## src/rtl/stage3_writeback_pkg.sv

```systemverilog
// Shared definitions for the write-back/commit stage.
//   - mblock_s3 write-back mode encodings (MB3_*)
//   - commit-stage state encoding
//   - default sequential PC increment
package stage3_writeback_pkg;

  localparam logic [2:0] MB3_NOP    = 3'd0;
  localparam logic [2:0] MB3_ST_VW  = 3'd1;
  localparam logic [2:0] MB3_ST_VRW = 3'd2;
  localparam logic [2:0] MB3_JMP    = 3'd3;
  localparam logic [2:0] MB3_JZ     = 3'd4;
  localparam logic [2:0] MB3_JNZ    = 3'd5;
  localparam logic [2:0] MB3_OUT    = 3'd6;
  localparam logic [2:0] MB3_HALT   = 3'd7;

  localparam logic [15:0] PC_STEP_DEFAULT = 16'd4;

  typedef enum logic [1:0] {
    StIdle,
    StCommit,
    StIo,
    StHalt
  } state_e;

endpackage

```

## src/rtl/stage3_pc_next.sv

```systemverilog
// Combinational next-PC selection for one write-back mode.
// Ports:
//   pc          - current program counter
//   mode        - mblock_s3 write-back mode
//   alu_is_zero - ALU zero flag qualifying JZ/JNZ
//   vw_value    - jump target (already truncated to 16 bits)
//   next_pc     - PC to commit at the accept edge
// OUT and HALT leave the PC untouched; OUT advances it later, once the
// IO handshake completes.
module stage3_pc_next
  import stage3_writeback_pkg::*;
#(
  parameter logic [15:0] PC_STEP = PC_STEP_DEFAULT
) (
  input  logic [15:0] pc,
  input  logic [2:0]  mode,
  input  logic        alu_is_zero,
  input  logic [15:0] vw_value,
  output logic [15:0] next_pc
);

  logic [15:0] seq_pc;

  // Modulo 2^16 wrap is intended.
  assign seq_pc = pc + PC_STEP;

  always_comb begin
    next_pc = seq_pc;
    case (mode)
      MB3_JMP:  next_pc = vw_value;
      MB3_JZ:   next_pc = alu_is_zero ? vw_value : seq_pc;
      MB3_JNZ:  next_pc = alu_is_zero ? seq_pc : vw_value;
      MB3_OUT,
      MB3_HALT: next_pc = pc;
      default:  next_pc = seq_pc;
    endcase
  end

endmodule

```

## src/rtl/stage3_writeback.sv

```systemverilog
// Commit stage downstream of STAGE2: performs the RAM store, jump/branch,
// output-port write or halt selected by mblock_s3, and owns the PC.
// Ports:
//   clk, reset              - clock, synchronous active-high reset
//   in_valid / in_ready     - STAGE2 result handshake (ready only in idle)
//   mblock_s3               - write-back mode, sampled on accept
//   vw_value, vrw_value     - ALU result / resolved rw operand
//   ram_address, alu_is_zero- effective address / ALU zero flag
//   pc                      - current program counter
//   ram_we/ram_waddr/ram_wdata - one-cycle RAM write strobe plus held addr/data
//   io_valid/io_ready/io_port/io_data - output-port handshake
//   instr_done              - one-cycle pulse per committed instruction
//   halted                  - high while halted
// All outputs come straight from flops.
module stage3_writeback
  import stage3_writeback_pkg::*;
#(
  parameter logic [15:0] PC_RESET = 16'd0,
  parameter logic [15:0] PC_STEP  = PC_STEP_DEFAULT
) (
  input  logic        clk,
  input  logic        reset,
  input  logic        in_valid,
  output logic        in_ready,
  input  logic [2:0]  mblock_s3,
  input  logic [31:0] vw_value,
  input  logic [31:0] vrw_value,
  input  logic [15:0] ram_address,
  input  logic        alu_is_zero,
  output logic [15:0] pc,
  output logic        ram_we,
  output logic [15:0] ram_waddr,
  output logic [31:0] ram_wdata,
  output logic        io_valid,
  input  logic        io_ready,
  output logic [7:0]  io_port,
  output logic [31:0] io_data,
  output logic        instr_done,
  output logic        halted
);

  state_e      state_q, state_d;
  logic [15:0] pc_q, pc_d;
  logic        in_ready_q, in_ready_d;
  logic        ram_we_q, ram_we_d;
  logic [15:0] ram_waddr_q, ram_waddr_d;
  logic [31:0] ram_wdata_q, ram_wdata_d;
  logic        io_valid_q, io_valid_d;
  logic [7:0]  io_port_q, io_port_d;
  logic [31:0] io_data_q, io_data_d;
  logic        instr_done_q, instr_done_d;
  logic        halted_q, halted_d;
  logic [15:0] next_pc;

  stage3_pc_next #(
    .PC_STEP (PC_STEP)
  ) u_pc_next (
    .pc          (pc_q),
    .mode        (mblock_s3),
    .alu_is_zero (alu_is_zero),
    .vw_value    (vw_value[15:0]),
    .next_pc     (next_pc)
  );

  always_comb begin
    state_d      = state_q;
    pc_d         = pc_q;
    ram_we_d     = 1'b0;
    ram_waddr_d  = ram_waddr_q;
    ram_wdata_d  = ram_wdata_q;
    io_port_d    = io_port_q;
    io_data_d    = io_data_q;
    instr_done_d = 1'b0;

    case (state_q)
      StIdle: begin
        // in_ready is high exactly in idle, so in_valid alone means accept.
        if (in_valid) begin
          pc_d = next_pc;
          case (mblock_s3)
            MB3_OUT: begin
              state_d   = StIo;
              io_port_d = ram_address[7:0];
              io_data_d = vw_value;
            end
            MB3_HALT: state_d = StHalt;
            default: begin
              state_d      = StCommit;
              instr_done_d = 1'b1;
              if (mblock_s3 == MB3_ST_VW || mblock_s3 == MB3_ST_VRW) begin
                ram_we_d    = 1'b1;
                ram_waddr_d = ram_address;
                ram_wdata_d = (mblock_s3 == MB3_ST_VW) ? vw_value : vrw_value;
              end
            end
          endcase
        end
      end
      StCommit: state_d = StIdle;
      StIo: begin
        if (io_ready) begin
          pc_d         = pc_q + PC_STEP;
          state_d      = StCommit;
          instr_done_d = 1'b1;
        end
      end
      StHalt: state_d = StHalt;
      default: state_d = StIdle;
    endcase

    // Level outputs are registered decodes of the next state.
    in_ready_d = (state_d == StIdle);
    io_valid_d = (state_d == StIo);
    halted_d   = (state_d == StHalt);
  end

  always_ff @(posedge clk) begin
    if (reset) begin
      state_q      <= StIdle;
      pc_q         <= PC_RESET;
      in_ready_q   <= 1'b1;
      ram_we_q     <= 1'b0;
      ram_waddr_q  <= '0;
      ram_wdata_q  <= '0;
      io_valid_q   <= 1'b0;
      io_port_q    <= '0;
      io_data_q    <= '0;
      instr_done_q <= 1'b0;
      halted_q     <= 1'b0;
    end else begin
      state_q      <= state_d;
      pc_q         <= pc_d;
      in_ready_q   <= in_ready_d;
      ram_we_q     <= ram_we_d;
      ram_waddr_q  <= ram_waddr_d;
      ram_wdata_q  <= ram_wdata_d;
      io_valid_q   <= io_valid_d;
      io_port_q    <= io_port_d;
      io_data_q    <= io_data_d;
      instr_done_q <= instr_done_d;
      halted_q     <= halted_d;
    end
  end

  assign pc         = pc_q;
  assign in_ready   = in_ready_q;
  assign ram_we     = ram_we_q;
  assign ram_waddr  = ram_waddr_q;
  assign ram_wdata  = ram_wdata_q;
  assign io_valid   = io_valid_q;
  assign io_port    = io_port_q;
  assign io_data    = io_data_q;
  assign instr_done = instr_done_q;
  assign halted     = halted_q;

endmodule

```

## config.mk

```make
export PLATFORM = sky130hd
export DESIGN_NAME = stage3_writeback
export DESIGN_NICKNAME = d
export VERILOG_FILES = /design/src/rtl/stage3_writeback_pkg.sv /design/src/rtl/stage3_pc_next.sv /design/src/rtl/stage3_writeback.sv
export SDC_FILE = /design/constraint.sdc
export NUM_CORES = 1
export LEC_CHECK = 0
export CAP_MARGIN = 40
export CORE_UTILIZATION = 39
export DETAILED_ROUTE_END_ITERATION = 8
export GPL_ROUTABILITY_DRIVEN = 0
export PLACE_DENSITY = 0.82
export SLEW_MARGIN = 20
export SYNTH_ARGS = -nofsm -noshare
export SYNTH_HDL_FRONTEND = slang
export SYNTH_SLANG_ARGS = --single-unit
```

## constraint.sdc

```tcl
create_clock -name clk -period 1.78 [get_ports clk]
set_input_delay 0.178 -clock clk [delete_from_list [all_inputs] [get_ports clk]]
set_output_delay 0.178 -clock clk [all_outputs]
set_load 0.05 [all_outputs]
```

# Word level (Yosys, flattened, before mapping)
# Index checks and enable logic that the tools add are counted.
[word_totals]
ff_bits = 111
latchBits = 0
ram_bits = 0
mem_bits_ro = 0
wordCells = 55
memories = 0
[op_classes]
n_addsub = 1
multipliers = 0
div = 0
magnitude_cmp = 0
n_eq_ne = 15
n_shift = 0
mux = 16
bitwise_logic = 3
reduce_logical = 9
[ops]
columns = ["op", "count"]
rows = [
  ["$mux W16", 4],
  ["$pmux W16 S4", 1],
  ["$mux W32", 1],
  ["$pmux W16 S2", 1],
  ["$add A16 B3 Y16 const B", 1],
  ["$eq A3 B3 Y1 const B", 4],
  ["$eq A2 B2 Y1 const B", 4],
  ["$pmux W2 S4", 1],
  ["$reduce_and A4 Y1", 2],
  ["$eq A3 B2 Y1 const B", 2],
  ["$ne A2 B2 Y1 const B", 3],
  ["$reduce_or A5 Y1", 1],
  ["$logic_not A2 Y1", 2],
  ["$mux W1", 4],
  ["$mux W2", 2],
  ["$pmux W2 S2", 1],
  ["$eq A3 B1 Y1 const B", 1],
  ["$not A1 Y1", 3],
  ["$reduce_and A3 Y1", 1],
  ["$eq A2 B1 Y1 const B", 1],
  ["$pmux W1 S2", 1],
  ["$reduce_bool A2 Y1", 1],
  ["$reduce_or A2 Y1", 1],
  ["$logic_or A1 B1 Y1", 1],
]

# Logic depth before layout (Yosys ltp)
# Gate-level depths: netlist of the first run.
[logic_depth]
word_depth = 5
mapped_depth = 8
mapped_depth_nobuf = 6

# By module
# From an unflattened synthesis of the first run, not the netlist that was laid out.
[hier_totals]
cells_unflattened = 643
hier_area_um2 = 5340.1
[by_module_without_submodules]
columns = ["mod", "n_inst", "cells_each", "area_per_inst_um2", "seq_area_each_um2"]
rows = [
  ["stage3_writeback", 1, 545, 4693.3, 2222.1],
  ["stage3_pc_next", 1, 98, 646.9, 0.0],
]

# Least setup slack after synthesis of the first run
# No wires, ideal clock.
[synth_path]
kind = "flip-flop to flip-flop"
start = "register pc_q[7], in the netlist pc[7]"
end = "register pc_q[15], in the netlist pc[15]"
setup_time_ns = 0.134
arrival_ns = 1.908
setup_slack_ns = -0.262
path_stages_with_launch = 6
path_buffers = 1
synth_period_minus_slack_ns = 2.042
path_cell_list = "dfxtp_1 -> clkbuf_2 -> nand4_1 -> nor4_1 -> nor3_1 -> or4_1"
[synth_via]
elab_chain_cells = 5
[synth_rtl]
columns = ["item", "line", "rtl"]
rows = [
  ["from (decl)", "stage3_writeback.sv:43", "logic [15:0] pc_q, pc_d;"],
  ["from (signal assigned)", "stage3_writeback.sv:132", "pc_q <= pc_d;"],
  ["$add A16 B3 Y16 (*)", "stage3_pc_next.sv:25, stage3_writeback.sv:102", ""],
  ["$mux W16 (on tied branches)", "stage3_pc_next.sv:32, stage3_pc_next.sv:31", ""],
  ["$pmux W16 S4", "stage3_pc_next.sv:29", "case (mode)"],
  ["$mux W16", "stage3_writeback.sv:78", "if (in_valid) begin"],
  ["$pmux W16 S2 (*)", "stage3_writeback.sv:75", "case (state_q)"],
]
# Mark *: on every way between the ends. The rest lies on a longest branch, timed or not. The select of a mux whose other input is x is not followed.
# A chain may end at the register's enable or synchronous reset.

# Worst setup path after layout of the first run
[layout_path]
start = "register ram_wdata_q[30], in the netlist ram_wdata[30]"
end = "output port ram_wdata[30]"
[layout_lines]
columns = ["item", "line", "rtl"]
rows = [
  ["from (decl)", "stage3_writeback.sv:47", "logic [31:0] ram_wdata_q, ram_wdata_d;"],
  ["from (signal assigned)", "stage3_writeback.sv:136", "ram_wdata_q <= ram_wdata_d;"],
  ["to (decl)", "stage3_writeback.sv:33", "output logic [31:0] ram_wdata,"],
]
# No word-level cell between the ends.

==> summary.md, run 1 <==
| Metric | Value |
|---|---|
| Status | finished, violations left |
| Failing checks | DRC |
| FFs w/ async S/R, synth | 0% |
| Syn Area/Cell | ~8.7 um^2 |
| Final nets | approximately 850 |
| CP Data Required Time | 1.60 ns |
| Core area | ~0.012 mm^2 |
| Fin crit period | 1.734 ns |
| Area Growth Syn to Fin | 57.62% |
| Post-synth EDFFs | 0 |
| Peak Freq | just under 600 MHz |
| Top cell type's share of synthesized area | between 40% and 50% |
| CP bufs+invs | 1 |
| Routed wire per std cell | 17.26 um |
| DP Worst Slack | -0.3520 ns |
| Worst Max-Slew Pin Slew | about 0.56 ns |
| CP max stage cell | clkdlybuf4s50_1 |
| Die Height | 112.3 um |
| Initial Util | between 40 and 50% |
| Synth warnings | 0 |
| # DRC | 16 |
| Area of the multi-input gates | about 0.0023 mm^2 |
| Period utilization | 97.44% |
| VDD IR max | around 0.62 mV |
| Met2 Usage GRT | ~45% |
| CTS tree | built |
| Diode count | 0 |
| Slew Limit Fails | 0 |
| Final setup vio count | 0 |
| Max_cap viols | 0 |
| Drt first pass iters | 9 |
| Worst Clk Skew | ~0.0044 ns |
| PwrDens | a little over 800 mW/mm^2 |
| Die area | about 0.013 mm^2 |
| Port bufs | 196 |
| Clk buf depth | 2 |
| Clk_lat worst skew | ~0.35 ns |
| Sink Count | between 100 and 150 |
| Setup slack, reg-to-reg | around 0.080 ns |
| Worst r2r src | state_q[1] |
| Initial DRC Count | approximately 260 |
| Class of the worst hold path | primary input to register |
| FP Rows | 39 |
| Die W | ~110 um |
| Met3 Use GR | 6.695% |
| Drt total wl | between 15000 and 20000 um |
| RSZ-0062 raised after global routing | no |
| Most frequent cells in the layout | clkdlybuf4s50_1, nand2_1, dfxtp_1 |
| Mapped Cells | roughly 550 |
| Commonest non-fill, non-tap cell in the layout | clkdlybuf4s50_1 |
| Global-route wire length before repair | around 25000 um |
| Crit. path cell count | 1 |
| CTS Buf Count | 9 |
| Setup crit start | ram_wdata[30] |
| Final Hold Vio Count | 0 |
| I/O pin total | between 150 and 200 |
| Synth Flop Type | dfxtp_1 |
| Gr usage total | between 20% and 30% |
| Grt peak-use layer | met2 |
| Layout cells sized above 1 | 15.99% |
| Vias | about 4900 |
| Placed wire-length estimate | around 11000 um |
| Leakage | 0.002685 uW |
| H-tree levels | 3 |
| Vias in the first global route | between 5000 and 6000 |
| Critical Path Source Type | register |
| Synth area leaders | dfxtp_1, nand2_1, a211oi_2 |
| CP arrival | ~1.6 ns |
| Top delay family on crit path | buffers and inverters |
| Post-Syn Area | 0.004747 mm^2 |
| Critical-path cell list | clkdlybuf4s50_1 |
| Met1 usage | around 28% |
| Reg-to-Reg End | io_data[9] |
| CTS clock-pin slew for the worst setup and hold paths | ~0.07 ns |
| Largest net degree at the start of global routing | between 80 and 90 |
| Final setup TNS | 0 ns |
| Critical path's largest stage delay | 0.84 ns |
| CP max FO | 2 |
| Cell taking the most area after synthesis | dfxtp_1 |
| Register area | ~0.0022 mm^2 |
| Initial antenna violation count | 0 |
| Crit Path Category | register to primary output |
| Worst Reg-to-Reg Cells | 5 |
| Yosys reg bits | about 110 |
| Sequential area share after synthesis | 46.81% |
| Remaining antenna violation count | 0 |
| Final worst slack | between 0.04 and 0.05 ns |
| Synth Net Count | around 640 |
| CTS Root Cell | clkbuf_16 |
| Setup crit end kind | primary output |
| Worst setup path end | ram_wdata[30] |
| Gr ovfl total | 0 |
| Filler instances | roughly 940 |
| Number of vias per cell | about 5.4 |
| Relative slew slack | between 60% and 70% |
| Netlist cell types | 40 |
-- per-layer routing --
| metal | up-vias | wire length, um |
|---|---|---|
| li1 | 2326 | - |
| met5 | - | 0 |
| met2 | 220 | 7945 |
| met1 | 2270 | 5967 |
| met4 | 0 | 510 |
| met3 | 43 | 1219 |
-- sequential cells by signal, summed over array words and instances, names as in the netlist, 2 cells and up --
name	count
ram_wdata	32
state_q	2
io_data	32
io_port	8
pc	16
ram_waddr	16
-- through the flow --
stage	cell area [um^2]	util, %	power [uW]	hold slack [ns]	std cells
final	7482	64.16	6061	0.1649	906
after global routing	7482	64.16	6309	0.1783	906
after CTS	7457	63.94	6111	0.1512	906
after detailed placement	7103	60.91	4010	0.4466	888
after global placement	7103	60.91	3982	0.4412	888
after floorplan	4761	-	3418	0.3140	546
-- power by group --
| group | switching (uW) | leakage [uW] | internal, uW | total [uW] |
|---|---|---|---|---|
| registers | 62.0 | 0.000906 | 2580 | 2640 |
| clock network | 948 | 0.000150 | 1140 | 2090 |
| logic | 771 | 0.00163 | 560 | 1330 |
-- area by class of cell --
| cell class | instances | share of cell area (%) |
|---|---|---|
| sequential | 111 | 29.88 |
| clock inverter | 6 | 0.9030 |
| clock buffer | 10 | 3.194 |
| multi-input combinational | 381 | 30.64 |
| timing repair buffer | 245 | 32.49 |
| inverter | 10 | 0.5017 |
| tap | 143 | 2.391 |
-- worst min-delay path by stage --
stage | from | endpoint | slack, ns | depth (start not counted)
5_1_grt | reset | ram_wdata[8] | 0.18 | 2
2_1_floorplan | ram_address[0] | ram_waddr[0] | 0.31 | 2
4_1_cts | reset | ram_wdata[9] | 0.15 | 2
3_3_place_gp | ram_waddr[0] | ram_waddr[0] | 0.44 | 2
6_report | reset | ram_wdata[9] | 0.16 | 2
3_5_place_dp | io_data[20] | io_data[20] | 0.45 | 2
-- synthesized netlist by cell type, types with 4 or more instances --
| master | n |
|---|---|
| a211oi_1 | 7 |
| a211oi_2 | 32 |
| a21oi_1 | 73 |
| a32o_1 | 4 |
| buf_2 | 20 |
| buf_4 | 4 |
| clkbuf_1 | 18 |
| dfxtp_1 | 111 |
| inv_1 | 10 |
| mux2i_1 | 33 |
| nand2_1 | 124 |
| nand3_1 | 10 |
| nand4_1 | 6 |
| nor2_1 | 39 |
| nor3_1 | 4 |
| o21ai_0 | 10 |
| o32ai_1 | 7 |
-- kinds of logic after synthesis --
logic type	share of synthesized area, %
AND/OR/NAND/NOR	18.42
AO/OA/AOI/OAI	21.64
flip-flops	46.81
buffers and inverters	5.298
multiplexers	7.196
XOR/XNOR	0.3691
adder cells (fa/ha/maj)	0.2635
-- what timing repair did --
item	in CTS	in global routing
setup endpoints to repair	10	68
setup buffers	1	0
endpoints found under the hold margin	0	0
hold buffers	0	0
cloned	1	0
gates resized for setup	4	8
pin swaps	1	1
No activity file was read; power rests on OpenSTA's default activity.
==> run 2: changes to the inputs <==
CORE_MARGIN = 4   (was unset)
==> summary.md, run 2 (synthesis results as in run 1) <==
| Metric | Value |
|---|---|
| Setup crit end kind | register |
| Sink Count | 111 (unchanged) |
| Critical Path Source Type | register |
| Die W | 118.3 um (+5.3%) |
| Initial Util | 39.69% (-1.0 points) |
| Initial DRC Count | 348 (+36%) |
| Most frequent cells in the layout | clkdlybuf4s50_1, nand2_1, dfxtp_1 |
| Hold Crit Start | reset |
| Slew Limit Fails | 0 (unchanged) |
| Remaining antenna violation count | 0 (unchanged) |
| Die Height | 118.3 um (+5.3%) |
| Leakage | 0.002650 uW (-1.3%) |
| Vias in the first global route | 4629 (-8.9%) |
| CP max stage cell | or3b_4 |
| Global-route wire length before repair | 23780 um (-5.2%) |
| Initial antenna violation count | 0 (unchanged) |
| H-tree levels | 3 (unchanged) |
| Failing checks | setup timing |
| Switching Share | 29.27% (-0.12 points) |
| Fin crit period | 1.804 ns (+0.06959 ns) |
| CP bufs+invs | 3 (+2) |
| Crit Path Category | register to register |
| Critical-path cell list | or3b_4 -> buf_6 -> nor3_4 -> buf_6 -> clkbuf_16 -> nand2_1 -> a21oi_1 |
| FP Rows | 40 (+2.6%) |
| Post-layout util | 63.54% (-0.62 points) |
| Vias | 4813 (-0.95%) |
| Final hold slack | 0.04559 ns (-0.1193 ns) |
| Comb pwr share | 22.5% (+0.5 points) |
| Final setup vio count | 16 (+16) |
| Max_cap viols | 0 (unchanged) |
| Number of vias per cell | 5.272 (-1.7%) |
| Diode count | 0 (unchanged) |
| Filler instances | 995 (+5.6%) |
| Critical path's largest stage delay | 0.40 ns (-0.44 ns) |
| CP max FO | 5 (+3) |
| DP Worst Slack | -0.3773 ns (-0.02527 ns) |
| Worst r2r src | state_q[0] |
| Class of the worst hold path | primary input to register |
| # DRC | 0 (-16) |
| Drt first pass iters | 7 (-2) |
| CTS Root Cell | clkbuf_16 |
| Final Hold Vio Count | 0 (unchanged) |
| Internal power | 4255 uW (-0.58%) |
| Period utilization | 101.4% (+3.9 points) |
| I/O pin total | 197 (unchanged) |
| PwrDens | 791.6 mW/mm^2 (-2.3%) |
| Gr ovfl total | 0 (unchanged) |
| Clk buf depth | 2 (unchanged) |
| Placed wire-length estimate | 10940 um (-3.0%) |
| Clock power share | 33.5% (-0.9 points) |
| Port bufs | 196 (unchanged) |
| Die area | 0.01400 mm^2 (+11%) |
| Relative slew slack | 60.43% (-2.4 points) |
| Peak Freq | 554.3 MHz (-3.9%) |
| Register share of total power | 44.0% (+0.4 points) |
| Final worst slack | -0.02404 ns (-0.06959 ns) |
| Top delay family on crit path | simple AND/OR/NAND/NOR gates |
| Final nets | 850 (+0.35%) |
| Drt total wl | 15850 um (+1.3%) |
| Switch Pwr | 1761 uW (-1.1%) |
| CTS Buf Count | 9 (unchanged) |
| Routed wire per std cell | 17.36 um (+0.53%) |
| CP Data Required Time | 2.05 ns (+0.45 ns) |
| CTS tree | built |
| Area Growth Syn to Fin | 60.09% |
| Largest net degree at the start of global routing | 100 (+14%) |
| Worst Clk Skew | 0.008224 ns (+0.003800 ns) |
| VDD IR max | 0.5820 mV (-6.1%) |
| Crit path top cell by count | buf_6 |
| CP arrival | 2.07 ns (+0.51 ns) |
| Gr usage total | 20.64% (-4.7 points) |
| Layout cells sized above 1 | 17.89% (+1.9 points) |
| Core area | 0.01196 mm^2 (+2.6%) |
| CTS clock-pin slew for the worst setup and hold paths | 0.07 ns (about the same) |
| Worst Max-Slew Pin Slew | 0.5936 ns (+0.03621 ns) |
| Status | finished, violations left |
| Clk_lat worst skew | 0.34 ns (about the same) |
| Commonest non-fill, non-tap cell in the layout | clkdlybuf4s50_1 |
| RSZ-0062 raised after global routing | yes |
| Setup crit start | state_q[0] |
[run 2: layer usage]
metal  routed length [um]  track usage, %
met4                  286           7.179
met3                 1129           5.550
met1                 6641           25.07
met2                 7789           35.16
met5                    0               0
[run 2: power by group through the flow]
| stage | sequential, uW | clock (uW) | combinational, uW |
|---|---|---|---|
| finish | 2650 | 2010 | 1360 |
| global route | 2660 | 2160 | 1430 |
| CTS | 2640 | 2070 | 1300 |
| detailed placement | 2700 | 0 | 1290 |
| global placement | 2700 | 0 | 1270 |
| floorplan | 3030 | 0 | 387 |
[run 2: area by class of cell]
| type | count | area, um^2 | share of cell area [%] |
|---|---|---|---|
| clock inverters | 7 | 72.57 | 0.9549 |
| repair buffers | 248 | 2522 | 33.19 |
| inverters | 10 | 37.54 | 0.4939 |
| well taps | 147 | 183.9 | 2.420 |
| flip-flops and latches | 111 | 2238 | 29.45 |
| clock buffers | 9 | 225.2 | 2.963 |
| multi-input cells | 381 | 2320 | 30.52 |
[run 2: final timing paths]
kind                                     end  slack (ns)  cells past startpoint
worst max-delay path            ram_waddr[6]       -0.02                      7
worst min-delay path             io_data[31]        0.05                      2
worst max register to register  ram_waddr[6]       -0.02                      7
worst min register to register    io_data[0]        0.45                      2
[run 2: per-stage QoR]
stage | power [uW] | instances | instance area, um^2 | setup TNS (ns)
after global routing | 6246 | 913 | 7600 | -1.938
after detailed placement | 3994 | 888 | 7089 | -30.04
after floorplan | 3418 | 546 | 4761 | 0
after CTS | 6018 | 904 | 7401 | 0
after global placement | 3966 | 888 | 7089 | -24.81
final | 6016 | 913 | 7600 | -0.1080
[run 2: repair_timing]
action                                  4_1_cts  5_1_grt
buffers inserted                              0        2
endpoints found under the setup margin        9       75
hold buffers                                  0        0
pin swaps                                     3        5
resized for setup                             4       20
endpoints found under the hold margin         0        0
gates cloned                                  0        7
